===== config.mk =====
export PLATFORM = sky130hd
export DESIGN_NAME = inc_seq_ctrl
export DESIGN_NICKNAME = d
export VERILOG_FILES = /design/src/rtl/inc_seq_pkg.sv /design/src/rtl/inc_seq_ctrl_increment.sv /design/src/rtl/inc_seq_ctrl.sv
export SDC_FILE = /design/constraint.sdc
export NUM_CORES = 1
export LEC_CHECK = 0
export BUFFER_PORTS_ARGS = -buffer_cell sky130_fd_sc_hd__buf_4
export CAP_MARGIN = 40
export CORE_UTILIZATION = 50
export DETAILED_ROUTE_END_ITERATION = 10
export HOLD_SLACK_MARGIN = 0.03
export PLACE_DENSITY = 0.79
export SYNTH_ARGS = -nofsm -noshare
export SYNTH_HDL_FRONTEND = slang
export SYNTH_SLANG_ARGS = --single-unit

===== constraint.sdc =====
create_clock -name clk -period 2.5 [get_ports clk]
set_input_delay 0.25 -clock clk [delete_from_list [all_inputs] [get_ports clk]]
set_output_delay 0.25 -clock clk [all_outputs]
set_load 0.02 [all_outputs]

===== src/rtl/inc_seq_pkg.sv =====
// Shared types and constants for the nibble-serial increment sequencer.
// State encoding, nibble width and index-width helper.
package inc_seq_pkg;

  typedef enum logic [1:0] {
    IDLE = 2'd0,
    RUN  = 2'd1,
    DONE = 2'd2
  } state_t;

  localparam int NIBBLE_W = 4;

  function automatic int nib_w(input int nib);
    return (nib > 1) ? $clog2(nib) : 1;
  endfunction

endpackage


===== src/rtl/inc_seq_ctrl_increment.sv =====
// 4-bit increment cell: S = A + inc, Co = carry out of bit 3.
// Purely combinational datapath shared by the sequencer.
module increment (
  input  logic [3:0] A,
  input  logic       inc,
  output logic [3:0] S,
  output logic       Co
);

  assign {Co, S} = {1'b0, A} + {4'b0000, inc};

endmodule


===== src/rtl/inc_seq_ctrl.sv =====
// Nibble-serial WIDTH-bit incrementer around one shared 4-bit cell.
// Define INC_SEQ_EARLY_EXIT_EN to finish as soon as the carry dies.
module inc_seq_ctrl
  import inc_seq_pkg::*;
#(
  parameter int WIDTH = 16
) (
  input  logic             clk,
  input  logic             rst_n,
  input  logic             start_valid,
  output logic             start_ready,
  input  logic [WIDTH-1:0] op_a,
  input  logic             op_inc,
  output logic             busy,
  output logic             res_valid,
  input  logic             res_ready,
  output logic [WIDTH-1:0] res_sum,
  output logic             res_co
);

  localparam int NIB   = WIDTH / NIBBLE_W;
  localparam int NIB_W = nib_w(NIB);
  localparam logic [NIB_W-1:0] K_LAST = NIB_W'(NIB - 1);

  state_t state;
  state_t state_nx;

  logic [NIB_W-1:0]    k;
  logic                carry;
  logic [WIDTH-1:0]    work;
  logic [WIDTH-1:0]    work_nx;
  logic [NIBBLE_W-1:0] cell_a;
  logic [NIBBLE_W-1:0] cell_s;
  logic                cell_co;
  logic                accept;
  logic                last;
  logic                stop;

  assign start_ready = (state == IDLE);
  assign busy        = (state == RUN);
  assign res_valid   = (state == DONE);
  assign res_sum     = work;
  assign res_co      = carry;

  assign accept = start_valid & start_ready;
  assign last   = (k == K_LAST);

`ifdef INC_SEQ_EARLY_EXIT_EN
  // A dead carry leaves the upper nibbles already correct.
  assign stop = last | ~cell_co;
`else
  assign stop = last;
`endif

  always_comb begin
    cell_a = '0;
    for (int i = 0; i < NIB; i++) begin
      if (k == NIB_W'(i)) begin
        cell_a = work[i*NIBBLE_W +: NIBBLE_W];
      end
    end
  end

  increment u_inc (
    .A   (cell_a),
    .inc (carry),
    .S   (cell_s),
    .Co  (cell_co)
  );

  always_comb begin
    work_nx = work;
    for (int i = 0; i < NIB; i++) begin
      if (k == NIB_W'(i)) begin
        work_nx[i*NIBBLE_W +: NIBBLE_W] = cell_s;
      end
    end
  end

  always_comb begin
    state_nx = state;
    unique case (state)
      IDLE: if (accept)    state_nx = RUN;
      RUN:  if (stop)      state_nx = DONE;
      DONE: if (res_ready) state_nx = IDLE;
      default:             state_nx = IDLE;
    endcase
  end

  always_ff @(posedge clk) begin
    if (!rst_n) begin
      state <= IDLE;
    end else begin
      state <= state_nx;
    end
  end

  always_ff @(posedge clk) begin
    if (!rst_n) begin
      k     <= '0;
      carry <= 1'b0;
      work  <= '0;
    end else if (accept) begin
      k     <= '0;
      carry <= op_inc;
      work  <= op_a;
    end else if (state == RUN) begin
      k     <= k + 1'b1;
      carry <= cell_co;
      work  <= work_nx;
    end
  end

endmodule


==> flow_summary.toml, run 1 <==
[sta]
rsz0062_at_grt = "false"
worstMarginPinSlew_ns = 0.545
fin_setup_tns_ns = 0
hold_viol_final = 0
max_freq_mhz = 436
period_share_pct = 91.8
final.min_clock_period_ns = 2.30
slew_headroom_pct = 63.6
drv_slew = 0
clock_skew_ns = 0.00477
holdWs_ns = 0.180
final-setup-viol-count = 0

[setup_path]
cp.arrival_ns = 2.53
rrSetupSlack_ns = 0.20
setup.worst_path.class = "reg2reg"
start_kind = "flip-flop"
crit_path_start = "k[0]$_SDFFE_PP0P_"
reg2reg_from = "k[0]$_SDFFE_PP0P_"
worst_setup_path_end_kind = "flip-flop"
cp.required_ns = 2.74
r2r_end = "res_sum[2]$_SDFFE_PN0P_"
endpoint = "res_sum[2]$_SDFFE_PN0P_"
cp_max_fo = 14
reg2regPathDepth = 7

[global_route]
grt_max_degree = 22
track_usage_pct = 23.3
grt_first_pass_wirelength_um = 4750
antenna_found_initial = 0
grt_pass1_vias = 1127
grt-ovfl-total = 0

[route]
wl_per_cell_um = 14.1
first_pass_iters = 4
drtIter0Drc = 31
drc_errors = 0
wl_um = 3060
vias = 1241
ant_nets = 0
viasPerCell = 5.72

[floorplan]
io_pins = 41
dieHeight_um = 52.5
initial_core_util_pct = 55.4
core_area_um2 = 2300
dieArea_um2 = 2750
rows = 17
die_x_um = 52.5

[logic_synthesis]
syn_inst = 153
yosys.area.top_type = "dfxtp_1"
avgSynthCellArea_um2 = 8.32
synth.net_count = 180
ys_top_cells_by_area = "dfxtp_1 33%, nand2_1 8.5%, nand3_1 8.3%, o211a_1 6.3%, ha_1 5.9%"
ys_seq_elements = 21
yosysUniqueCellTypes = 38
seq_area_frac_synth_pct = 33.0
synth_top_area_share_pct = 33.0
synthesis.area_um2 = 1270
ys_warn_count = 0

[status]
outcome = "finished clean"

[clocking]
ctsHtreeMaxLevel = 1
clock_sinks = 21
cts_buffer_depth = 2
hold_buffers = 0
tritoncts = "done"
clk_pin_slew_ns = 0.12
cts_inserted_buffers = 3
clock_tree.root_cell = "clkbuf_4"
clk_latency_ns = 0.30

[final_layout]
final_util_pct = 69.1
fillers = 210
most-common-layout-cells = "42 x buf_4, 29 x nand2_1, 21 x nand3_1, 21 x dfxtp_1, 8 x o211a_1"
layout-drive-gt1-share_pct = 27.5
diodes = 0
nets = 217
area_delta_synth_final_pct = 24.6
instances_no_fill = 217
final_common_cell = "buf_4"

[placed_design]
place.detailed.instances = 213
dp_hpwl_um = 2250
finalWeightedCongestion = 0.921
port_buffers = 40

[pwr]
leakage_nw = 0.759
ir_worst_vdd_v = 0.000398
p_per_area_nw_per_um2 = 497

[job]
max_cap_violations = 0

[min_path]
hold_path.class = "in2reg"
[how the worst min path moves through the flow]
stage,startpoint,end,slack [ns],cells after the start
after floorplan,op_a[0],res_sum[0]$_SDFFE_PN0P_,0.41,1
after global placement,op_a[5],res_sum[5]$_SDFFE_PN0P_,0.49,2
after detailed placement,op_a[12],res_sum[12]$_SDFFE_PN0P_,0.50,2
after CTS,op_a[9],res_sum[9]$_SDFFE_PN0P_,0.17,2
after global routing,op_a[0],res_sum[0]$_SDFFE_PN0P_,0.16,2
final,op_a[12],res_sum[12]$_SDFFE_PN0P_,0.18,2
[registers in the layout, indices dropped and copies added, names as in the netlist]
register,flops
k,2
state,2
res_sum,16
res_co,1
[per-layer routing]
| metal | track usage [%] | share of wire (%) |
|---|---|---|
| met1 | 28.6 | 47 |
| met2 | 39.9 | 47 |
| met3 | 3.48 | 5.2 |
| met4 | 10.1 | 0.98 |
| met5 | 0 | 0 |
[cells by family (layout without fill, tap and decap cells)]
family,after synthesis,count (layout),share of synthesized area (%)
multiplexers,1,1,0.786
adder cells (fa/ha/maj),6,6,5.89
XOR/XNOR,3,3,2.06
AND/OR/NAND/NOR,75,75,29.6
buffers and inverters,14,50,6.38
AO/OA/AOI/OAI,33,33,22.3
flip-flops,21,21,33.0
[critical path: stages (launching register included)]
cell and delay (ns):
dfxtp_1 0.42, ha_1 0.53, nor2_1 0.21, a311oi_4 0.34, ha_1 0.23, xor2_1 0.15, nand3_1 0.17, o2bb2ai_1 0.19
[final cells by class]
cell class | instances | area (um^2) | area share [%]
clock buffer | 4 | 26.3 | 1.66
multi-input combinational | 118 | 774 | 48.8
sequential | 21 | 420 | 26.5
inverter | 4 | 15.0 | 0.946
timing repair buffer | 42 | 315 | 19.9
tap | 28 | 35.0 | 2.21
[per-stage QoR]
step	setup slack [ns]	power (W)	instance area (um^2)
global placement	0.287	0.000622	1560
floorplan	0.450	0.000541	1270
CTS	0.167	0.000793	1580
detailed placement	0.194	0.000627	1560
global route	0.0381	0.000832	1590
finish	0.205	0.000789	1590
[repair_timing]
action                                  CTS  global route
setup buffers                             0             0
endpoints found under the setup margin    0             4
gates resized for setup                   0             1
[cells in the mapped netlist (all sizes together)]
master   number
xor2          2
dfxtp        21
nand3        22
mux2i         1
clkbuf        4
a21oi         3
nand2b        3
a31oi         5
a211oi        1
o2bb2ai       4
or3b          1
and3b         1
nand3b        4
o21ai         5
nor2b         3
inv           4
o211a         8
nor2          7
o221ai        3
nor4          1
a211o         1
a311oi        1
a221oi        1
xnor2         1
nand2        29
nor3b         2
buf           6
nand4         1
a21boi        1
and3          1
ha            6
[power breakdown]
part / leakage [nW] / internal [W] / switching [W]
logic: 0.571 / 0.000109 / 0.000129
registers: 0.173 / 0.000361 / 0.0000224
clock network: 0.0150 / 0.0000622 / 0.000105
total: 0.759 / 0.000532 / 0.000256
Note: power is estimated with default switching activity, not from simulation.
==> run 2, diff against run 1 <==
--- a/config.mk
+++ b/config.mk
@@ -7,6 +7,7 @@
 export LEC_CHECK = 0
 export BUFFER_PORTS_ARGS = -buffer_cell sky130_fd_sc_hd__buf_4
 export CAP_MARGIN = 40
+export CORE_MARGIN = 2
 export CORE_UTILIZATION = 50
 export DETAILED_ROUTE_END_ITERATION = 10
 export HOLD_SLACK_MARGIN = 0.03
==> run 2 against run 1 <==
Against the previous run: clock skew decreased by 0.0035 ns; register-to-register slack gained 0.05 ns; core utilization down 3.3 points; total power is 0.82% higher; sequential power hardly changed; critical path type unchanged; largest cell class unchanged; largest power group unchanged.
==> flow_summary.toml, run 2 (synthesis gave the netlist of run 1 again) <==
[setup_path]
cp.required_ns = 2.74
worst_setup_path_end_kind = "flip-flop"
cp_max_fo = 14
start_kind = "flip-flop"
cp.arrival_ns = 2.49
setup.worst_path.class = "reg2reg"

[pwr]
clkPwrFrac_pct = 20.8
ir_worst_vdd_v = 0.000393
switching_share_pct = 32.6
p_seq_share_pct = 48.3
combPwrFrac_pct = 30.9
internal_power_w = 0.000536
switchingPower_w = 0.000259
p_per_area_nw_per_um2 = 493
leakage_nw = 0.763

[route]
vias = 1249
wl_um = 3200
wl_per_cell_um = 14.5
drtIter0Drc = 39
first_pass_iters = 4
ant_nets = 0
viasPerCell = 5.68
drc_errors = 0

[sta]
fin_setup_tns_ns = 0
slew_headroom_pct = 56.7
max_freq_mhz = 445
period_share_pct = 90.0
drv_slew = 0
final.min_clock_period_ns = 2.25
final-setup-viol-count = 0
worstMarginPinSlew_ns = 0.648
hold_viol_final = 0
holdWs_ns = 0.179
clock_skew_ns = 0.00125
rsz0062_at_grt = "false"
fin_ws_ns = 0.250

[global_route]
grt_first_pass_wirelength_um = 4930
antenna_found_initial = 0
grt_max_degree = 22
grt_pass1_vias = 1118
grt-ovfl-total = 0
track_usage_pct = 22.9

[clocking]
clk_latency_ns = 0.30
post_cts_buffers = 0
clk_pin_slew_ns = 0.12
tritoncts = "done"
clock_sinks = 21
ctsHtreeMaxLevel = 1
cts_buffer_depth = 2
clock_tree.root_cell = "clkbuf_4"
cts_inserted_buffers = 3

[final_layout]
final_common_cell = "buf_4"
most-common-layout-cells = "43 x buf_4, 29 x nand2_1, 20 x nand3_1, 20 x dfxtp_1, 8 x o211a_1"
largest_reg_flops = 16
area_delta_synth_final_pct = 26.7
diodes = 0
post-route-cell-area_um2 = 1610
nets = 218
layout-drive-gt1-share_pct = 30.5

[floorplan]
initial_core_util_pct = 51.9
io_pins = 41
core_area_um2 = 2450
dieHeight_um = 54.5
die_x_um = 54.5
dieArea_um2 = 2970
rows = 18

[min_path]
hold_path.class = "in2reg"

[placed_design]
pre_cts_ws_ns = 0.158
port_buffers = 40
finalWeightedCongestion = 0.868
dp_hpwl_um = 2420
place_area_um2 = 1570

[status]
outcome = "finished clean"

[job]
max_cap_violations = 0
==> run 2: repair_timing <==
action / 4_1_cts / 5_1_grt
setup endpoints to repair: 0 / 9
hold buffers: 0 / 0
resized for setup: 0 / 6
==> run 2: critical path, cell delays in order (launching register included) <==
cell and delay (ns):
dfxtp_1 0.42, ha_1 0.54, nor2_1 0.18, a311oi_4 0.33, ha_1 0.23, xor2_1 0.18
nand3_2 0.14, o2bb2ai_2 0.17
==> run 2: cell type report <==
class / count / area, um^2
inverters: 4 / 15.0
flip-flops and latches: 21 / 422
repair buffers: 43 / 323
fillers: 206 / 841
well taps: 30 / 37.5
multi-input cells: 118 / 791
clock buffers: 4 / 26.3
==> run 2: path summary, 6_finish.rpt <==
| path | start | endpoint | slack (ns) | depth (start not counted) |
|---|---|---|---|---|
| worst min-delay path | op_a[0] | res_sum[0]$_SDFFE_PN0P_ | 0.18 | 2 |
| worst min register to register | res_co$_SDFFE_PN0P_ | res_co$_SDFFE_PN0P_ | 0.57 | 2 |
| worst max register to register | k[0]$_SDFFE_PP0P_ | res_sum[10]$_SDFFE_PN0P_ | 0.25 | 7 |
| worst max-delay path | k[0]$_SDFFE_PP0P_ | res_sum[10]$_SDFFE_PN0P_ | 0.25 | 7 |
==> run 2: power groups by stage <==
stage | sequential (W) | combinational (W) | clock (W)
after floorplan | 0.000414 | 0.000127 | 0
after global placement | 0.000390 | 0.000235 | 0
after detailed placement | 0.000391 | 0.000241 | 0
after CTS | 0.000383 | 0.000241 | 0.000173
after global routing | 0.000388 | 0.000269 | 0.000190
final | 0.000384 | 0.000246 | 0.000165
==> run 2: routing by layer <==
metal  global-route usage, %  routed length, um  vias to the layer above
met5                       0                  0                        -
li1                        -                  -                      627
met4                    8.33                 15                        0
met1                    27.1               1360                      583
met2                    41.4               1660                       37
met3                    3.55                159                        2
==> run 2: metrics by stage <==
step,total power [W],instances,utilization (%)
after floorplan,0.000541,153,-
after global placement,0.000625,216,63.9
after detailed placement,0.000632,216,63.9
after CTS,0.000798,220,64.9
after global routing,0.000846,220,65.7
final,0.000795,220,65.7
==> run 3, diff against run 2 <==
==> constraint.sdc (replaced) <==
create_clock -name clk -period 2.6 [get_ports clk]
set_input_delay 0.26 -clock clk [delete_from_list [all_inputs] [get_ports clk]]
set_output_delay 0.26 -clock clk [all_outputs]
set_load 0.02 [all_outputs]
==> run 3 against run 2 <==
Against the previous run: setup slack improved by 0.041 ns; cell area fell by 1.1%; clock power barely moved; first-iteration DRC count fell by 21%; sequential share of layout area rose by 0.21 points; critical endpoint unchanged.
==> flow_summary.toml, run 3 (synthesis gave the netlist of run 1 again) <==
[setup_path]
setup.worst_path.class = "reg2reg"
worst_setup_path_end_kind = "flip-flop"
crit_path_start = "k[1]$_SDFFE_PP0P_"
slowest_delay_ns = 0.39
cp.required_ns = 2.84
rrSetupSlack_ns = 0.29
worst-path-buf-inv = 1
start_kind = "flip-flop"
cp_max_fo = 12
reg2reg_from = "k[1]$_SDFFE_PP0P_"
cp_top_family = "adder cells"
crit_slowest_cell = "dfxtp_1"
cp.arrival_ns = 2.55
cp_cell_sequence = "inv_1 > ha_2 > nand3b_1 > a21oi_1 > a21oi_1 > o21ai_0 > ha_1 > ha_1 > xor2_1 > nand3_1 > o2bb2ai_1"

[clocking]
post_cts_buffers = 0
tritoncts = "done"
cts_inserted_buffers = 3
clk_latency_ns = 0.31
ctsHtreeMaxLevel = 1
clk_pin_slew_ns = 0.12
clock_tree.root_cell = "clkbuf_4"
clock_sinks = 21
cts_buffer_depth = 2

[route]
ant_nets = 0
first_pass_iters = 4
viasPerCell = 5.70
drc_errors = 0
drtIter0Drc = 31
wl_per_cell_um = 14.5
wl_um = 3180
vias = 1253

[sta]
rsz0062_at_grt = "false"
holdWs_ns = 0.180
final-setup-viol-count = 0
period_share_pct = 88.8
clock_skew_ns = 0.00483
max_freq_mhz = 433
drv_slew = 0
fin_setup_tns_ns = 0
slew_headroom_pct = 56.7
worstMarginPinSlew_ns = 0.648
final.min_clock_period_ns = 2.31
hold_viol_final = 0

[pwr]
ir_worst_vdd_v = 0.000382
leakage_nw = 0.765
finalPower_w = 0.000764
p_per_area_nw_per_um2 = 479

[floorplan]
dieHeight_um = 54.5
die_x_um = 54.5
dieArea_um2 = 2970
rows = 18
initial_core_util_pct = 51.9
io_pins = 41
core_area_um2 = 2450

[final_layout]
nets = 218
area_delta_synth_final_pct = 25.3
final_util_pct = 65.0
most-common-layout-cells = "43 x buf_4, 29 x nand2_1, 21 x nand3_1, 21 x dfxtp_1, 8 x o211a_1"
layout-drive-gt1-share_pct = 27.9
diodes = 0
final_common_cell = "buf_4"
largest_reg_flops = 16

[global_route]
antenna_found_initial = 0
grt_first_pass_wirelength_um = 4930
grt_max_degree = 22
grt-ovfl-total = 0
track_usage_pct = 22.9
grt_pass1_vias = 1118

[job]
max_cap_violations = 0

[min_path]
hp-start = "op_a[0]"
hold_path.class = "in2reg"

[placed_design]
port_buffers = 40
finalWeightedCongestion = 0.868
dp_hpwl_um = 2420

[status]
outcome = "finished clean"
[run 3: cell types whose count changed in the layout (fill, tap and decap cells not counted)]
cell | before | now
dfxtp_2 | 1 | 0
dfxtp_1 | 20 | 21
o2bb2ai_2 | 1 | 0
ha_2 | 3 | 1
o2bb2ai_1 | 3 | 4
ha_1 | 3 | 5
nand3_1 | 20 | 21
nand3_2 | 2 | 1
[run 3: area by class of cell]
class,instances,area (um^2)
clock buffer,4,26.3
multi-input combinational,118,774
timing repair buffer,43,323
tap,30,37.5
inverter,4,15.0
fill,209,858
sequential,21,420
[run 3: stage by stage]
stage          instances  setup WS, ns  area [um^2]
5_1_grt              220        0.0219         1600
3_3_place_gp         216         0.469         1570
3_5_place_dp         216         0.258         1570
4_1_cts              220         0.221         1590
6_report             220         0.291         1600
2_1_floorplan        153         0.550         1270
[run 3: power breakdown]
group | internal, W | switching [W] | total (W)
registers | 0.000347 | 0.0000222 | 0.000369
clock network | 0.0000599 | 0.000103 | 0.000162
logic | 0.000107 | 0.000126 | 0.000233
total | 0.000513 | 0.000251 | 0.000764
[run 3: worst reg2reg max path, stage by stage, from the launching register on]
cell and delay [ns]:
dfxtp_1 0.39, inv_1 0.09, ha_2 0.24, nand3b_1 0.17, a21oi_1 0.18, a21oi_1 0.05
o21ai_0 0.18, ha_1 0.23, ha_1 0.19, xor2_1 0.14, nand3_1 0.17, o2bb2ai_1 0.22
[run 3: what timing repair did]
item,in CTS,in global routing
hold buffers,0,0
endpoints found under the setup margin,0,3
resized for setup,0,1
[run 3: worst paths after layout]
check | end | cells after the start
setup / recovery | res_sum[10]$_SDFFE_PN0P_ | 11
hold / removal | res_sum[0]$_SDFFE_PN0P_ | 2
setup reg to reg | res_sum[10]$_SDFFE_PN0P_ | 11
hold reg to reg | res_co$_SDFFE_PN0P_ | 2
[run 3: routing by layer]
| metal | vias to the layer above | share of wire, % | track usage [%] |
|---|---|---|---|
| met5 | - | 0 | 0 |
| li1 | 626 | - | - |
| met3 | 5 | 5.2 | 3.55 |
| met4 | 0 | 1.1 | 8.33 |
| met1 | 583 | 43 | 27.1 |
| met2 | 39 | 51 | 41.4 |
